$ cat src/rtl/la_ioring_pkg.sv
// la_ioring_pkg
//   Shared definitions for the pad-ring configuration path: the sequencer
//   state encoding and the bit positions of the ioring scan bus.
package la_ioring_pkg;

    typedef enum logic [2:0] {
        IDLE,
        SHIFT_LO,
        SHIFT_HI,
        LATCH,
        DONE
    } ioring_state_t;

    // ioring bus bit positions; bits above SLATCH are reserved and driven 0
    localparam int SCLK   = 0;
    localparam int SDATA  = 1;
    localparam int SLATCH = 2;

endpackage

$ cat src/rtl/la_ioring_clkdiv.sv
// la_ioring_clkdiv
//   Loadable down-counter that paces the scan clock phases. Raises tick for
//   one cycle every (period+1) cycles while enabled; load restarts the count
//   so that every phase starts with a full period.
// Ports
//   clk, reset  core clock, asynchronous active-high reset
//   en          count enable (phase in progress)
//   load        restart the count from period
//   period      phase length minus 1, in clk cycles
//   tick        last cycle of the current phase
module la_ioring_clkdiv #(
    parameter int DIVW = 8
) (
    input  logic            clk,
    input  logic            reset,
    input  logic            en,
    input  logic            load,
    input  logic [DIVW-1:0] period,
    output logic            tick
);

    logic [DIVW-1:0] cnt;

    always_ff @(posedge clk or posedge reset) begin
        if (reset) begin
            cnt <= '0;
        end else if (load) begin
            cnt <= period;
        end else if (en) begin
            cnt <= (cnt == '0) ? period : cnt - DIVW'(1);
        end
    end

    assign tick = en && (cnt == '0);

endmodule

$ cat src/rtl/la_ioring_cfg.sv
// la_ioring_cfg
//   Pad-ring configuration sequencer. Holds one config word per pad and, on
//   start, shifts the whole ring image out on the ioring scan bus (pad N-1
//   MSB first, pad 0 LSB last), then pulses slatch so the io cells commit.
// Ports
//   clk, reset        core clock, asynchronous active-high reset
//   cfg_valid/ready   config write handshake; cfg_addr selects the pad,
//                     cfg_data is the word; out-of-range addresses are dropped
//   start             commit request, honoured only in IDLE
//   div               scan clock half-period minus 1, sampled at start
//   busy              shift/latch sequence in progress
//   done              one-cycle pulse at the end of the sequence
//   ioring            [0]=sclk [1]=sdata [2]=slatch, upper bits 0
//
// state    | meaning
// ---------+---------------------------------------------------------
// IDLE     | waiting; writes accepted, start snapshots the array
// SHIFT_LO | sclk low, sdata presents the current bit
// SHIFT_HI | sclk high, sdata held; chain samples on the rising edge
// LATCH    | slatch high, sclk/sdata low, for one phase
// DONE     | done pulse, back to IDLE
module la_ioring_cfg
    import la_ioring_pkg::*;
#(
    parameter int N     = 16,
    parameter int CFGW  = 8,
    parameter int RINGW = 8,
    parameter int DIVW  = 8,
    parameter int AW    = (N > 1) ? $clog2(N) : 1
) (
    input  logic             clk,
    input  logic             reset,
    input  logic             cfg_valid,
    output logic             cfg_ready,
    input  logic [AW-1:0]    cfg_addr,
    input  logic [CFGW-1:0]  cfg_data,
    input  logic             start,
    input  logic [DIVW-1:0]  div,
    output logic             busy,
    output logic             done,
    output logic [RINGW-1:0] ioring
);

    localparam int NB  = N * CFGW;
    localparam int BCW = $clog2(NB + 1);

    ioring_state_t             state;
    logic [N-1:0][CFGW-1:0]    arr;
    logic [NB-1:0]             arr_flat;
    logic [NB-1:0]             shreg;
    logic [NB-1:0]             shreg_next;
    logic [BCW-1:0]            bit_cnt;
    logic [DIVW-1:0]           div_q;
    logic [DIVW-1:0]           period;
    logic                      div_en;
    logic                      div_load;
    logic                      tick;
    logic                      sclk_q;
    logic                      sdata_q;
    logic                      slatch_q;
    logic                      busy_q;
    logic                      done_q;

    // pad N-1 occupies the top word, so the image's MSB leaves first
    assign arr_flat   = arr;
    assign shreg_next = shreg << 1;

    assign cfg_ready = (state == IDLE) && !start;

    // Match the address against each pad rather than indexing, so addresses
    // beyond the last pad simply hit nothing.
    always_ff @(posedge clk or posedge reset) begin
        if (reset) begin
            arr <= '0;
        end else if (cfg_valid && cfg_ready) begin
            for (int i = 0; i < N; i++) begin
                if (32'(cfg_addr) == i) begin
                    arr[i] <= cfg_data;
                end
            end
        end
    end

    // div_q is not yet valid in the start cycle, so the first phase loads div
    assign period   = (state == IDLE) ? div : div_q;
    assign div_en   = (state == SHIFT_LO) || (state == SHIFT_HI) || (state == LATCH);
    assign div_load = ((state == IDLE) && start) ||
                      (tick && ((state == SHIFT_LO) || (state == SHIFT_HI)));

    la_ioring_clkdiv #(
        .DIVW (DIVW)
    ) u_clkdiv (
        .clk    (clk),
        .reset  (reset),
        .en     (div_en),
        .load   (div_load),
        .period (period),
        .tick   (tick)
    );

    always_ff @(posedge clk or posedge reset) begin
        if (reset) begin
            state    <= IDLE;
            shreg    <= '0;
            bit_cnt  <= '0;
            div_q    <= '0;
            sclk_q   <= 1'b0;
            sdata_q  <= 1'b0;
            slatch_q <= 1'b0;
            busy_q   <= 1'b0;
            done_q   <= 1'b0;
        end else begin
            done_q <= 1'b0;
            case (state)
                IDLE: begin
                    if (start) begin
                        state   <= SHIFT_LO;
                        shreg   <= arr_flat;
                        sdata_q <= arr_flat[NB-1];
                        bit_cnt <= BCW'(NB);
                        div_q   <= div;
                        busy_q  <= 1'b1;
                    end
                end
                SHIFT_LO: begin
                    if (tick) begin
                        state  <= SHIFT_HI;
                        sclk_q <= 1'b1;
                    end
                end
                SHIFT_HI: begin
                    if (tick) begin
                        sclk_q  <= 1'b0;
                        bit_cnt <= bit_cnt - BCW'(1);
                        if (bit_cnt == BCW'(1)) begin
                            state    <= LATCH;
                            sdata_q  <= 1'b0;
                            slatch_q <= 1'b1;
                        end else begin
                            state   <= SHIFT_LO;
                            shreg   <= shreg_next;
                            sdata_q <= shreg_next[NB-1];
                        end
                    end
                end
                LATCH: begin
                    if (tick) begin
                        state    <= DONE;
                        slatch_q <= 1'b0;
                        busy_q   <= 1'b0;
                        done_q   <= 1'b1;
                    end
                end
                DONE: begin
                    state <= IDLE;
                end
                default: begin
                    state <= IDLE;
                end
            endcase
        end
    end

    always_comb begin
        ioring         = '0;
        ioring[SCLK]   = sclk_q;
        ioring[SDATA]  = sdata_q;
        ioring[SLATCH] = slatch_q;
    end

    assign busy = busy_q;
    assign done = done_q;

endmodule

$ cat config.mk
export PLATFORM = sky130hd
export DESIGN_NAME = la_ioring_cfg
export DESIGN_NICKNAME = d
export VERILOG_FILES = /design/src/rtl/la_ioring_pkg.sv /design/src/rtl/la_ioring_clkdiv.sv /design/src/rtl/la_ioring_cfg.sv
export SDC_FILE = /design/constraint.sdc
export NUM_CORES = 1
export LEC_CHECK = 0
export BUFFER_PORTS_ARGS = -buffer_cell sky130_fd_sc_hd__buf_2
export CAP_MARGIN = 20
export CELL_PAD_IN_SITES_DETAIL_PLACEMENT = 1
export CELL_PAD_IN_SITES_GLOBAL_PLACEMENT = 1
export CORE_AREA = 2 2 183 185
export CTS_CLUSTER_DIAMETER = 100
export DETAILED_ROUTE_END_ITERATION = 8
export DIE_AREA = 0 0 185 187
export GPL_ROUTABILITY_DRIVEN = 0
export MAX_ROUTING_LAYER = met4
export PLACE_DENSITY = 0.67
export SLEW_MARGIN = 10
export SYNTH_ARGS = -nofsm -noshare
export SYNTH_HDL_FRONTEND = slang
export SYNTH_HIERARCHICAL = 1
export SYNTH_SLANG_ARGS = --single-unit
$ cat constraint.sdc
create_clock -name clk -period 9.02 [get_ports clk]
set_clock_uncertainty 0.1 [all_clocks]
set_input_delay 1.804 -clock clk [delete_from_list [all_inputs] [get_ports clk]]
set_output_delay 1.804 -clock clk [all_outputs]
set_load 0.02 [all_outputs]
== Word level (Yosys, flattened, before mapping) ==
Index checks and enable logic that the tools add are counted.
Operators by class
  add/sub/neg operators: 2
  equal/unequal tests: 25
  mux-type cells: 31
  reduce and logical (&&, ||, !) cells: 40
Operators with widths (count)
  $mux 127: 3
  $pmux 127 s2: 1
  $mux 8: 6
  $reduce_and 2->1: 17
  $eq 4x4->1 const B: 8
  $eq 4x3->1 const B: 4
  $pmux 8 s2: 1
  $sub 8x1->8 const B: 2
  $mux 3: 4
  $pmux 3 s4: 1
  $reduce_and 4->1: 3
  $mux 1: 10
  $ne 2x2->1 const B: 5
  $reduce_bool 2->1: 5
  $reduce_and 3->1: 3
  $eq 4x2->1 const B: 2
  $eq 8x1->1 const B: 1
  $logic_not 8->1: 1
  $pmux 1 s2: 4
  $eq 3x2->1 const B: 2
  $logic_and 1x1->1: 5
  $eq 4x1->1 const B: 1
  $logic_not 4->1: 1
  $eq 3x1->1 const B: 1
  5 further kinds: 7
Storage, ports and cells
  flip-flop bits (word level): 287
  input bits: 24
  output and inout port bits: 11
  word-level logic and storage cells: 124

== Longest topological paths before layout ==
Gate-level depths: netlist of run 1.
  depth in word-level cells: 7
  depth in mapped cells: 13
  mapped depth without buffers: 11

== By module ==
The synthesis of run 1 kept the hierarchy.
Modules (own cells, without submodules)
  la_ioring_cfg: times used 1, cells an instance 865, area an instance 12318.1 um2
  la_ioring_clkdiv: times used 1, cells an instance 62, area an instance 569.3 um2

== Least setup slack after synthesis of run 1 ==
OpenSTA, ideal clock, no wires.
  kind: in2out
  from: input port start
  to: output port cfg_ready
  arrival: 2097 ps
  required time: 7116 ps
  slack: 5019 ps
  stages: 1
  path buffers: 0
  cell sequence: nor2_1
On the way
  cells in the longest elaborated chain, start to end: 2
Ends and longest elaborated chain
  start, declared: line la_ioring_cfg.sv:37  | input logic start,
  $logic_not 1->1: line la_ioring_cfg.sv:68  | assign cfg_ready = (state == IDLE) && !start;
  $logic_and 1x1->1: line la_ioring_cfg.sv:68
  end, declared: line la_ioring_cfg.sv:34  | output logic cfg_ready,
Every way passes these cells.

== Final worst setup path of run 1 ==
Ends and elaborated chain as after synthesis.

==> results by group, run 1 <==
Run status
  – Status: complete, no violations

Die
  – Io pins: 35
  – Initial core utilization: roughly 39%
  – Core Region: 0.0329 mm^2
  – Die width: 185 um
  – Die Span Y: 187 um
  – Die area: 0.0346 mm^2
  – Row count: 67

Synthesis
  – Unique masters post-synth: 51
  – Synth warn: 6
  – Register area share after synthesis: between 50% and 60%
  – Seq cells post-synth: between 200 and 300
  – Top FF cell, synth: dfrtp_1
  – Mapped cell area: about 0.013 mm^2
  – FFs w/ async S/R, synth: 100%
  – Post-synth EDFFs: 0
  – Syn Inst Count: 927
  – Synth Area per Inst: roughly 14 um^2

Critical path
  – Crit. Startpoint: start
  – Worst EP arrival: 2230 ps
  – Buf/Inv on CP: 2
  – Worst-case reg-to-reg path depth: 8
  – Setup crit end kind: primary output
  – Worst path slowest cell: buf_2
  – Most frequent cell on the critical path: buf_2
  – Crit-path cells: buf_2 > nor2_1 > buf_2
  – Crit Path Max Fanout: 6
  – Worst path max stage delay: approximately 180 ps
  – CP startpoint kind: input pin
  – Setup CP Type: input pin to primary output
  – Critical Path Stages: 3
  – Reg2Reg Launch Point: state[2]
  – Kind of cell adding the most delay to the critical path: buffers and inverters
  – Critical Path RT: roughly 7100 ps

Power and ir drop
  – Peak VDD IR: between 0.15 and 0.2 mV
  – Leak Pwr: about 7.3 nW
  – PwrDens: approximately 190 mW/mm^2

Cells and area
  – FILL cells: about 3,400
  – Area Growth Syn to Fin: 12.9%
  – Fin nets: ~1,000
  – Sequential cell area: 0.00718 mm^2
  – Area of the multi-input gates: between 0.005 and 0.006 mm^2
  – Share of layout cells above drive strength 1: 50.7%
  – Finished Layout Cells: 1,420
  – Post-Layout Inst Area: between 0.01 and 0.015 mm^2

STA
  – Max Freq: between 0.2 and 0.25 GHz
  – Tcrit/Tclk final: 45.9%
  – Final worst path period need: 4140 ps
  – Setup Viol. Count Final: 0
  – WHS: 374 ps
  – Endpoints failing hold: 0
  – Pins Over Slew Limit: 0
  – Setup TNS: 0 ps
  – Unrepaired setup endpoints after global routing: no
  – Slew Limit Headroom: between 30 and 40%
  – Pin slew with the least headroom to its limit: 1010 ps

Placement
  – I/O Buffers: 29
  – Dpl hpwl: 15,700 um
  – Post-placement cell area: around 0.013 mm^2
  – Dpl cells: between 1,000 and 1,500

Drt
  – First-pass iteration count of the detailed router: 4
  – Remaining DRCs: 0
  – Via Count: approximately 7,200
  – Drt via density: around 5.1
  – Wire length per cell: approximately 19 um
  – Total Wirelength: between 20,000 and 30,000 um
  – Antenna Nets Post-Route: 0
  – DRT iter0 DRCs: between 200 and 300

CTS
  – Worst skew pair latency: ~520 ps
  – Resized Gates After CTS: 0
  – Root Buffer: clkbuf_16
  – Clock transition at path regs: 50 ps
  – Clk buf depth: 3
  – Clk sinks: 287
  – H-tree lvl count: 2
  – # Post-CTS Setup Buffers: 0
  – Total CTS buffers: 34
  – Post-cts hold buffer count: 0
  – CTS tree: built

Global route
  – Gr usage total: between 15 and 20%
  – Initial antenna violation count: 2
  – Largest net degree at the start of global routing: about 150
  – Congestion Overflow GR: 0
  – Global-route wire length before repair: approximately 44,000 um
  – Vias in the first global route: ~8,000

Min path
  – Hold Startpoint: div_q[0]
  – WHS Path Cells: 2
  – Hold Path Class: flop to flop

Flow run
  – Max-cap viol count: 0
[state kept, by name, indices dropped and copies added (netlist names), 3 cells and up]
register	cells
arr	128
shreg	127
bit_cnt	8
div_q	8
u_clkdiv/cnt	8
state	3
[report_power, final]
| part | internal [W] | switching (W) | leakage [nW] | total (W) |
|---|---|---|---|---|
| logic | 0.00000924 | 0.0000507 | 2.81 | 0.0000599 |
| clock network | 0.000824 | 0.000527 | 0.561 | 0.00135 |
| registers | 0.00129 | 0.000000845 | 3.94 | 0.00129 |
[layer usage]
layer / part of all wire (%) / track usage [%] / vias up
met5: 0 / - / -
met4: 1.4 / 3.60 / 0
met3: 3.4 / 2.76 / 32
met2: 47 / 26.2 / 82
met1: 48 / 22.7 / 3808
li1: - / - / 3318
[cells in the final DEF, fill, tap and decap left out, types with 3 or more instances in the layout]
master and count:
diode_2 3, conb_1 5, nor2b_1 7, nand2_1 60, clkbuf_8 10, nor3_1 4, o21ai_0 5, o22a_1 3
inv_1 12, or3_1 5, clkbuf_16 35, nand2_2 3, mux2_2 381, buf_2 29, a21oi_1 6, buf_4 9
nand2b_1 4, ha_1 4, nand3_1 8, xor2_1 5, and3_1 3, clkinv_2 5, a211oi_1 5, dfrtp_1 287
clkbuf_1 5, nand3b_1 3, nor2_1 22
[cell usage after synthesis (2+ instances only)]
| cell type | n | area, um^2 |
|---|---|---|
| nand2_2 | 3 | 18.8 |
| inv_1 | 13 | 48.8 |
| nand4_1 | 2 | 12.5 |
| dfrtp_1 | 287 | 7180 |
| o21a_1 | 2 | 15.0 |
| or4_1 | 2 | 15.0 |
| nor4_1 | 2 | 12.5 |
| ha_1 | 4 | 50.1 |
| nand2_1 | 60 | 225 |
| a31oi_1 | 2 | 12.5 |
| a211oi_1 | 5 | 37.5 |
| o21ba_2 | 2 | 20.0 |
| nand3_1 | 8 | 40.0 |
| nor3_1 | 5 | 25.0 |
| nor3b_1 | 2 | 15.0 |
| nor2_1 | 22 | 82.6 |
| a21oi_1 | 7 | 35.0 |
| o21ai_0 | 5 | 25.0 |
| nor4bb_1 | 2 | 20.0 |
| nand2b_1 | 4 | 25.0 |
| xor2_1 | 5 | 43.8 |
| buf_1 | 10 | 37.5 |
| clkbuf_1 | 16 | 60.1 |
| o32a_2 | 2 | 22.5 |
| and3_1 | 3 | 18.8 |
| nor2b_1 | 7 | 43.8 |
| and4_1 | 2 | 17.5 |
| nand3b_1 | 3 | 22.5 |
| o22a_1 | 3 | 26.3 |
| mux2_2 | 381 | 4290 |
| buf_4 | 12 | 90.1 |
| or3_1 | 5 | 31.3 |
| buf_2 | 21 | 105 |
[kinds of logic (layout without fill, tap and decap cells)]
kind of cell | count (synthesis) | after routing | share of synthesized area [%]
fa+ha+maj | 4 | 4 | 0.388
compound gates | 34 | 34 | 1.88
other cells | 1 | 8 | 0.0291
mux | 382 | 382 | 33.4
simple gates | 141 | 141 | 5.57
buf+inv | 73 | 111 | 2.69
flops | 287 | 287 | 55.7
xor+xnor | 5 | 5 | 0.340
[final cells by class]
cell class	count	area share [%]
Antenna cell	3	0.0516
Timing Repair Buffer	39	1.60
Tap cell	448	3.85
Multi-Input combinational cell	571	37.0
Sequential cell	287	49.3
Clock inverter	9	0.662
Inverter	13	0.361
Clock buffer	50	7.09
[worst reg2reg max path, stage by stage, from the launching register on]
cell	delay (ps)
dfrtp_1	580
nor2_1	240
inv_1	250
nor2_1	160
nor4bb_1	170
buf_4	190
a21oi_4	790
buf_4	820
mux2_2	440
[per-stage QoR]
stage | worst slack, ps | utilization, % | total power (W)
2_1_floorplan | 3420 | - | 0.00135
3_3_place_gp | 4310 | 40.8 | 0.00138
3_5_place_dp | 4330 | 40.8 | 0.00138
4_1_cts | 4860 | 44.3 | 0.00275
5_1_grt | 4720 | 44.3 | 0.00281
6_report | 4880 | 44.3 | 0.00270
[final timing paths]
kind / end / slack [ps]
setup / recovery: cfg_ready / 4880
hold / removal: div_q[0] / 370
setup reg to reg: shreg[56] / 5160
hold reg to reg: div_q[0] / 370
max in group asynchronous: arr[124] / 5850
min in group asynchronous: slatch_q / 1190
No activity file was read; power rests on OpenSTA's default activity.
==> run 2: changes to the inputs <==
--- a/config.mk
+++ b/config.mk
@@ -15,7 +15,7 @@
 export DIE_AREA = 0 0 185 187
 export GPL_ROUTABILITY_DRIVEN = 0
 export MAX_ROUTING_LAYER = met4
-export PLACE_DENSITY = 0.67
+export PLACE_DENSITY = 0.65
 export SLEW_MARGIN = 10
 export SYNTH_ARGS = -nofsm -noshare
 export SYNTH_HDL_FRONTEND = slang
==> constraint.sdc (replaced) <==
create_clock -name clk -period 4.3 [get_ports clk]
set_clock_uncertainty 0.1 [all_clocks]
set_input_delay 0.86 -clock clk [delete_from_list [all_inputs] [get_ports clk]]
set_output_delay 0.86 -clock clk [all_outputs]
set_load 0.02 [all_outputs]
==> results by group, run 2 (synthesis gave the netlist of run 1 again) <==
STA
  – Unrepaired setup endpoints after global routing: no
  – Setup ws final: 742 ps (-4140 ps)
  – Pin slew with the least headroom to its limit: 919 ps (-89.3 ps)
  – Slew Limit Headroom: 38.6% (+6.0 points)
  – Tcrit/Tclk final: 82.7%
  – Final worst path period need: between 3000 and 4000 ps
  – Pins Over Slew Limit: 0 (unchanged)
  – Endpoints failing hold: 0 (unchanged)
  – Max Freq: roughly 0.28 GHz
  – Setup Viol. Count Final: 0 (unchanged)

Drt
  – First-pass iteration count of the detailed router: 4 (unchanged)
  – Antenna Nets Post-Route: 0 (unchanged)
  – Wire length per cell: 18.7 um (-1.7%)
  – Drt via density: 5.16 (+1.1%)
  – DRT iter0 DRCs: 329 (+16%)
  – Total Wirelength: 26,500 um (-1.7%)
  – Remaining DRCs: 0 (unchanged)
  – Via Count: 7,315 (+1.0%)

Critical path
  – CP startpoint kind: flop
  – Critical Path RT: 4590 ps (-2530 ps)
  – Most frequent cell on the critical path: nor2_1
  – Crit. Startpoint: state[0]
  – Crit-path cells: nor2_1 > nor2_1 > inv_1 > nor2_1 > nor4bb_1 > buf_4 > a21oi_4 > buf_12 > mux2_2
  – Setup crit end kind: flop
  – Worst path slowest cell: dfrtp_1
  – Setup CP Type: flop to flop
  – Kind of cell adding the most delay to the critical path: simple AND/OR/NAND/NOR gates
  – Crit Path Max Fanout: 127 (+121)
  – Worst path max stage delay: 590 ps (+410 ps)
  – Reg2Reg Launch Point: state[0]
  – Buf/Inv on CP: 3 (+1)
  – Worst EP arrival: 3840 ps (+1610 ps)

Placement
  – I/O Buffers: 29 (unchanged)
  – Dpl cells: 1,358 (unchanged)
  – Dpl hpwl: 15,100 um (-3.7%)
  – Pre-CTS setup slack: 796 ps (-3530 ps)

Cells and area
  – FILL cells: 3,355 (-0.42%)
  – Area Growth Syn to Fin: 12.7%
  – Share of layout cells above drive strength 1: 49.9% (-0.72 points)
  – Biggest regs: arr: 128 flops, shreg: 127 flops
  – Most common cell after layout, fill and taps aside: mux2_2
  – Finished Layout Cells: 1,419 (-0.070%)
  – Max reg flops: 128 (unchanged)
  – Fin nets: 974 (unchanged)
  – Top reg by flops: arr
  – Most frequent cells in the layout: mux2_2 (381), dfrtp_1 (287), nand2_1 (60), clkbuf_16 (34), buf_2 (29)

CTS
  – Clk buf depth: 3 (unchanged)
  – Worst skew pair latency: 510 ps (about the same)
  – Clock transition at path regs: 60 ps (about the same)
  – CTS tree: built
  – # Post-CTS Setup Buffers: 0 (unchanged)
  – H-tree lvl count: 2 (unchanged)
  – Clk sinks: 287 (unchanged)
  – Post-cts hold buffer count: 0 (unchanged)
  – Root Buffer: clkbuf_16
  – Total CTS buffers: 34 (unchanged)
  – Resized Gates After CTS: 0 (unchanged)

Global route
  – Initial antenna violation count: 2 (unchanged)
  – Met3 Resource Use GR: 3.23% (+0.47 points)
  – Vias in the first global route: 7,852 (-1.7%)
  – Met1 Usage GRT: 22.2% (-0.55 points)
  – Gr usage total: 16.4% (-0.21 points)
  – Global-route wire length before repair: 43,800 um (-1.2%)
  – GRT busiest layer: met2
  – Congestion Overflow GR: 0 (unchanged)
  – M2 GR Usage: 25.8% (-0.45 points)
  – Largest net degree at the start of global routing: 136 (-6.2%)

Power and ir drop
  – PwrDens: 382 mW/mm^2 (+110%)
  – Comb pwr share: 2.3% (about the same)
  – Leak Pwr: 7.28 nW (-0.41%)
  – Sequential power share: 48.8% (+1.0 points)
  – Peak VDD IR: 0.212 mV (+29%)
  – Sw power: 0.00120 W (+110%)
  – Cell-internal power: 0.00435 W (+100%)
  – Switching part of the total: 21.6% (+0.22 points)
  – Clock share of power: 48.9% (-1.1 points)

Run status
  – Status: complete, no violations

Flow run
  – Max-cap viol count: 0 (unchanged)

Die
  – Initial core utilization: 39.2% (unchanged)
  – Die width: 185 um (unchanged)
  – Row count: 67 (unchanged)
  – Die Span Y: 187 um (unchanged)
  – Core Region: 0.0329 mm^2 (unchanged)
  – Die area: 0.0346 mm^2 (unchanged)
  – Io pins: 35 (unchanged)

Min path
  – Hold Path Class: input pin to async pin
[run 2: layer usage]
metal  part of all wire [%]  up-vias
met4                    1.4        0
li1                       -     3316
met5                      0        -
met3                    3.2       34
met2                     48       72
met1                     47     3893
[run 2: layout make-up]
cell class | count | area [um^2] | area share (%)
antenna | 2 | 5.00 | 0.0345
clock buffer | 51 | 965 | 6.64
clock inverter | 8 | 90.1 | 0.620
inverter | 13 | 52.6 | 0.362
multi-input combinational | 571 | 5390 | 37.1
sequential | 287 | 7180 | 49.4
tap | 448 | 561 | 3.86
timing repair buffer | 39 | 283 | 1.95
[run 2: worst register-to-register path, stage by stage (launching register included)]
cell and delay (ps):
dfrtp_1 590, nor2_1 90, nor2_1 450, inv_1 280, nor2_1 350, nor4bb_1 350, buf_4 220, a21oi_4 70
buf_12 250, mux2_2 690
[run 2: final timing paths]
path | endpoint | slack, ps | depth (start not counted)
worst min register to register | div_q[7] | 370 | 2
min in group clk | div_q[7] | 370 | 2
worst max-delay path | shreg[48] | 740 | 9
worst max register to register | shreg[48] | 740 | 9
max in group asynchronous | shreg[111] | 2700 | 3
worst min-delay path | u_clkdiv/cnt[5] | 240 | 2
[run 2: power by group through the flow]
| stage | combinational [W] | sequential [W] | clock (W) |
|---|---|---|---|
| 2_1_floorplan | 0.0000691 | 0.00276 | 0 |
| 3_3_place_gp | 0.000135 | 0.00276 | 0 |
| 3_5_place_dp | 0.000136 | 0.00276 | 0 |
| 4_1_cts | 0.000136 | 0.00271 | 0.00280 |
| 5_1_grt | 0.000146 | 0.00271 | 0.00294 |
| 6_report | 0.000128 | 0.00271 | 0.00271 |
[run 2: per-stage QoR]
step / util, % / hold WS, ps / cell area (um^2) / setup TNS (ps) / power (W)
2_1_floorplan: - / 346 / 12900 / -98580 / 0.00283
3_3_place_gp: 41.0 / 360 / 13500 / 0 / 0.00289
3_5_place_dp: 41.0 / 366 / 13500 / 0 / 0.00289
4_1_cts: 44.2 / 243 / 14500 / 0 / 0.00564
5_1_grt: 44.2 / 243 / 14500 / 0 / 0.00579
6_report: 44.2 / 236 / 14500 / 0 / 0.00555
==> run 3: changes to the inputs <==
--- a/config.mk
+++ b/config.mk
@@ -5,17 +5,18 @@
 export SDC_FILE = /design/constraint.sdc
 export NUM_CORES = 1
 export LEC_CHECK = 0
+export ABC_AREA = 1
 export BUFFER_PORTS_ARGS = -buffer_cell sky130_fd_sc_hd__buf_2
 export CAP_MARGIN = 20
 export CELL_PAD_IN_SITES_DETAIL_PLACEMENT = 1
 export CELL_PAD_IN_SITES_GLOBAL_PLACEMENT = 1
-export CORE_AREA = 2 2 183 185
+export CORE_AREA = 2 2 187 189
 export CTS_CLUSTER_DIAMETER = 100
 export DETAILED_ROUTE_END_ITERATION = 8
-export DIE_AREA = 0 0 185 187
+export DIE_AREA = 0 0 189 191
 export GPL_ROUTABILITY_DRIVEN = 0
 export MAX_ROUTING_LAYER = met4
-export PLACE_DENSITY = 0.65
+export PLACE_DENSITY = 0.73
 export SLEW_MARGIN = 10
 export SYNTH_ARGS = -nofsm -noshare
 export SYNTH_HDL_FRONTEND = slang
==> constraint.sdc (replaced) <==
create_clock -name clk -period 2.9 [get_ports clk]
set_clock_uncertainty 0.1 [all_clocks]
set_input_delay 0.58 -clock clk [delete_from_list [all_inputs] [get_ports clk]]
set_output_delay 0.58 -clock clk [all_outputs]
set_load 0.02 [all_outputs]
==> results by group, run 3 <==
Run status
  – Status: complete, no violations

Power and ir drop
  – Peak VDD IR: 0.988 mV (+370%)
  – Leak Pwr: 7.68 nW (+5.5%)
  – PwrDens: 1250 mW/mm^2 (+230%)

Cells and area
  – Area Growth Syn to Fin: 13.2%
  – Most common cell after layout, fill and taps aside: nand2_1
  – Share of layout cells above drive strength 1: 8.82% (-41 points)
  – Fin nets: 1,704 (+75%)
  – Most frequent cells in the layout: nand2_1 (594), dfrtp_1 (287), o21ai_0 (269), inv_1 (167), nand3_1 (144)
  – Top reg by flops: arr
  – Biggest regs: arr: 128 flops, shreg: 127 flops
  – Finished Layout Cells: 2,156 (+52%)
  – Max reg flops: 128 (unchanged)
  – Ant. Diodes: 0 (-2)

Die
  – Row count: 68 (+1.5%)
  – Die Span Y: 191 um (+2.1%)
  – Die area: 0.0361 mm^2 (+4.3%)
  – Core Region: 0.0341 mm^2 (+3.8%)
  – Io pins: 35 (unchanged)
  – Initial core utilization: 39.5% (+0.24 points)
  – Die width: 189 um (+2.2%)

Placement
  – I/O Buffers: 29 (unchanged)
  – Dpl cells: 2,093 (+54%)
  – Dpl hpwl: 20,000 um (+33%)

CTS
  – H-tree lvl count: 2 (unchanged)
  – Worst skew pair latency: 510 ps (about the same)
  – Clk sinks: 287 (unchanged)
  – Clk buf depth: 3 (unchanged)
  – Root Buffer: clkbuf_16
  – CTS tree: built
  – Clock transition at path regs: 60 ps (about the same)
  – Total CTS buffers: 35 (+2.9%)
  – Resized Gates After CTS: 0 (unchanged)

Synthesis
  – Largest cells by area after synthesis: dfrtp_1 (53%), nand2_1 (17%), o21ai_0 (10%)
  – FFs w/ async S/R, synth: 100% (unchanged)
  – Post-synth EDFFs: 0 (unchanged)
  – Register area share after synthesis: 53.4% (-2.4 points)
  – Synth Area in Simple Gates: 25.7% (+20 points)
  – Post-synthesis compound-gate area fraction: 11.0% (+9.2 points)
  – Synth Area per Inst: 7.98 um^2 (-43%)
  – Synth warn: 6 (unchanged)
  – Yosys top cell area share: 53.4% (-2.4 points)
  – Top FF cell, synth: dfrtp_1
  – Leading area contributor after synthesis: dfrtp_1
  – Count leader, synth: nand2_1
  – Unique masters post-synth: 37 (-27%)
  – Mapped cell area: 0.0135 mm^2 (+4.5%)
  – Post-Synth XOR/XNOR Area: 0.195% (-0.14 points)
  – Mux cell area share after synthesis: 0% (-33 points)
  – Synth cell count leaders: nand2_1 (595), dfrtp_1 (287), o21ai_0 (269)
  – Dominant combinational cell family by area after synthesis: simple AND/OR/NAND/NOR gates
  – Seq cells post-synth: 287 (unchanged)
  – Syn Inst Count: 1,686 (+82%)
  – Area share of fa/ha/maj cells after synthesis: 0.372% (-0.017 points)

Critical path
  – RR Endpoint: u_clkdiv/cnt[0]
  – Crit-path cells: inv_1 > ha_1 > nand2_2 > nor3b_1 > inv_1 > nor2_1 > nor2_1 > nand2_1 > nor2_2 > bufinv_8 > nor2_1 > o21bai_2
  – Worst-case reg-to-reg path depth: 12 (+3)
  – R2R Setup Slk: 250 ps (-490 ps)
  – Most frequent cell on the critical path: nor2_1
  – Worst path slowest cell: dfrtp_1
  – Reg2Reg Launch Point: u_clkdiv/cnt[0]
  – Worst EP arrival: 2980 ps (-860 ps)
  – Setup CP Type: flop to flop
  – Crit Path Max Fanout: 9 (-93%)
  – CP startpoint kind: flop
  – Setup crit end kind: flop
  – Critical Path RT: 3240 ps (-1350 ps)
  – Worst path max stage delay: 370 ps (-220 ps)

STA
  – Unrepaired setup endpoints after global routing: no
  – Tcrit/Tclk final: 91.4% (+8.6 points)
  – Setup TNS: 0 ps (unchanged)
  – Setup Viol. Count Final: 0 (unchanged)
  – Pins Over Slew Limit: 0 (unchanged)
  – Final worst path period need: 2650 ps (-909 ps)
  – Endpoints failing hold: 0 (unchanged)
  – Pin slew with the least headroom to its limit: 713 ps (-206 ps)
  – Slew Limit Headroom: 52.5% (+14 points)
  – Max Freq: 0.377 GHz (+34%)

Global route
  – Met3 Resource Use GR: 2.66% (-0.57 points)
  – Initial antenna violation count: 0 (-2)
  – Largest net degree at the start of global routing: 128 (-5.9%)
  – Vias in the first global route: 11,700 (+49%)
  – Met1 Usage GRT: 26.3% (+4.1 points)
  – Gr usage total: 21.0% (+4.6 points)
  – Congestion Overflow GR: 0 (unchanged)
  – GRT busiest layer: met2
  – Global-route wire length before repair: 60,100 um (+37%)
  – M2 GR Usage: 36.4% (+11 points)

Flow run
  – Max-cap viol count: 0 (unchanged)

Drt
  – Remaining DRCs: 0 (unchanged)
  – DRT iter0 DRCs: 822 (+150%)
  – Antenna Nets Post-Route: 0 (unchanged)
  – Via Count: 11,000 (+51%)
  – First-pass iteration count of the detailed router: 5 (+1)
  – Drt via density: 5.11 (-0.91%)
  – Wire length per cell: 16.3 um (-13%)
  – Total Wirelength: 35,200 um (+33%)

Min path
  – Hold Path Class: input pin to flop
  – Hold Path Sink: div_q[5]
  – Hold Startpoint: div[5]
  – WHS Path Cells: 3
run 3: cell count changes after synthesis, sizes merged, moves of 9 or more:
cell	delta
clkbuf	+21
buf	+32
nand3	+136
o21ai	+268
nand2	+537
nor2	+37
mux2	-381
inv	+157
a21oi	+9
run 3: cell type report:
class                           instances  area (um^2)
Fill cell                            4137        18900
Sequential cell                       287         7180
Multi-Input combinational cell       1119         5060
Clock buffer                           54         1120
Inverter                              171          667
Tap cell                              455          569
Timing Repair Buffer                   62          520
Clock inverter                          8          118
run 3: worst max-delay path: cells and delay by family, from the launching register on:
| kind | cells | cell delay, ps |
|---|---|---|
| flip-flops | 1 | 370 |
| AND/OR/NAND/NOR | 7 | 1290 |
| buffers and inverters | 3 | 490 |
| adder cells (fa/ha/maj) | 1 | 210 |
| AO/OA/AOI/OAI | 1 | 120 |
run 3: timing repair:
| item | in CTS | in global routing |
|---|---|---|
| hold buffers | 1 | 0 |
| buffers inserted | 0 | 0 |
| hold endpoints to repair | 8 | 0 |
run 3: logic make-up after synthesis:
kind of cell,count (synthesis)
AOI/OAI and AO/OA,292
xor gates and xnor gates,3
adders and majority gates,4
buffers and inverters,284
DFF,287
other,1
and+or+nand+nor,815
run 3: worst max path at each step:
| stage | to | startpoint | slack, ps |
|---|---|---|---|
| 6_report | u_clkdiv/cnt[0] | u_clkdiv/cnt[0] | 250 |
| 3_5_place_dp | u_clkdiv/cnt[0] | u_clkdiv/cnt[0] | 270 |
| 4_1_cts | u_clkdiv/cnt[0] | u_clkdiv/cnt[0] | 260 |
| 3_3_place_gp | u_clkdiv/cnt[0] | u_clkdiv/cnt[0] | 490 |
| 5_1_grt | u_clkdiv/cnt[0] | u_clkdiv/cnt[1] | 60 |
| 2_1_floorplan | arr[0] | reset | -1470 |
run 3: per-layer routing:
metal | vias to the layer above | share of wire (%)
met3 | 50 | 2.5
li1 | 5265 | -
met1 | 5584 | 46
met4 | 0 | 1.7
met2 | 114 | 50
met5 | - | 0
run 3: power breakdown:
part | leakage, nW | total, W | switching, W | internal [W]
registers | 3.16 | 0.00671 | 0.000818 | 0.00589
logic | 3.91 | 0.00774 | 0.00522 | 0.00252
clock network | 0.612 | 0.00462 | 0.00170 | 0.00292
run 3: per-stage QoR:
stage	cell area, um^2	power, W	util [%]	setup slack [ps]	hold WS [ps]
floorplan	13500	0.0125	-	-1470	296
global placement	14000	0.0142	41.0	494	353
detailed placement	14000	0.0145	41.0	271	358
CTS	15200	0.0193	44.7	264	185
global route	15200	0.0208	44.7	59.1	200
finish	15200	0.0191	44.7	251	197
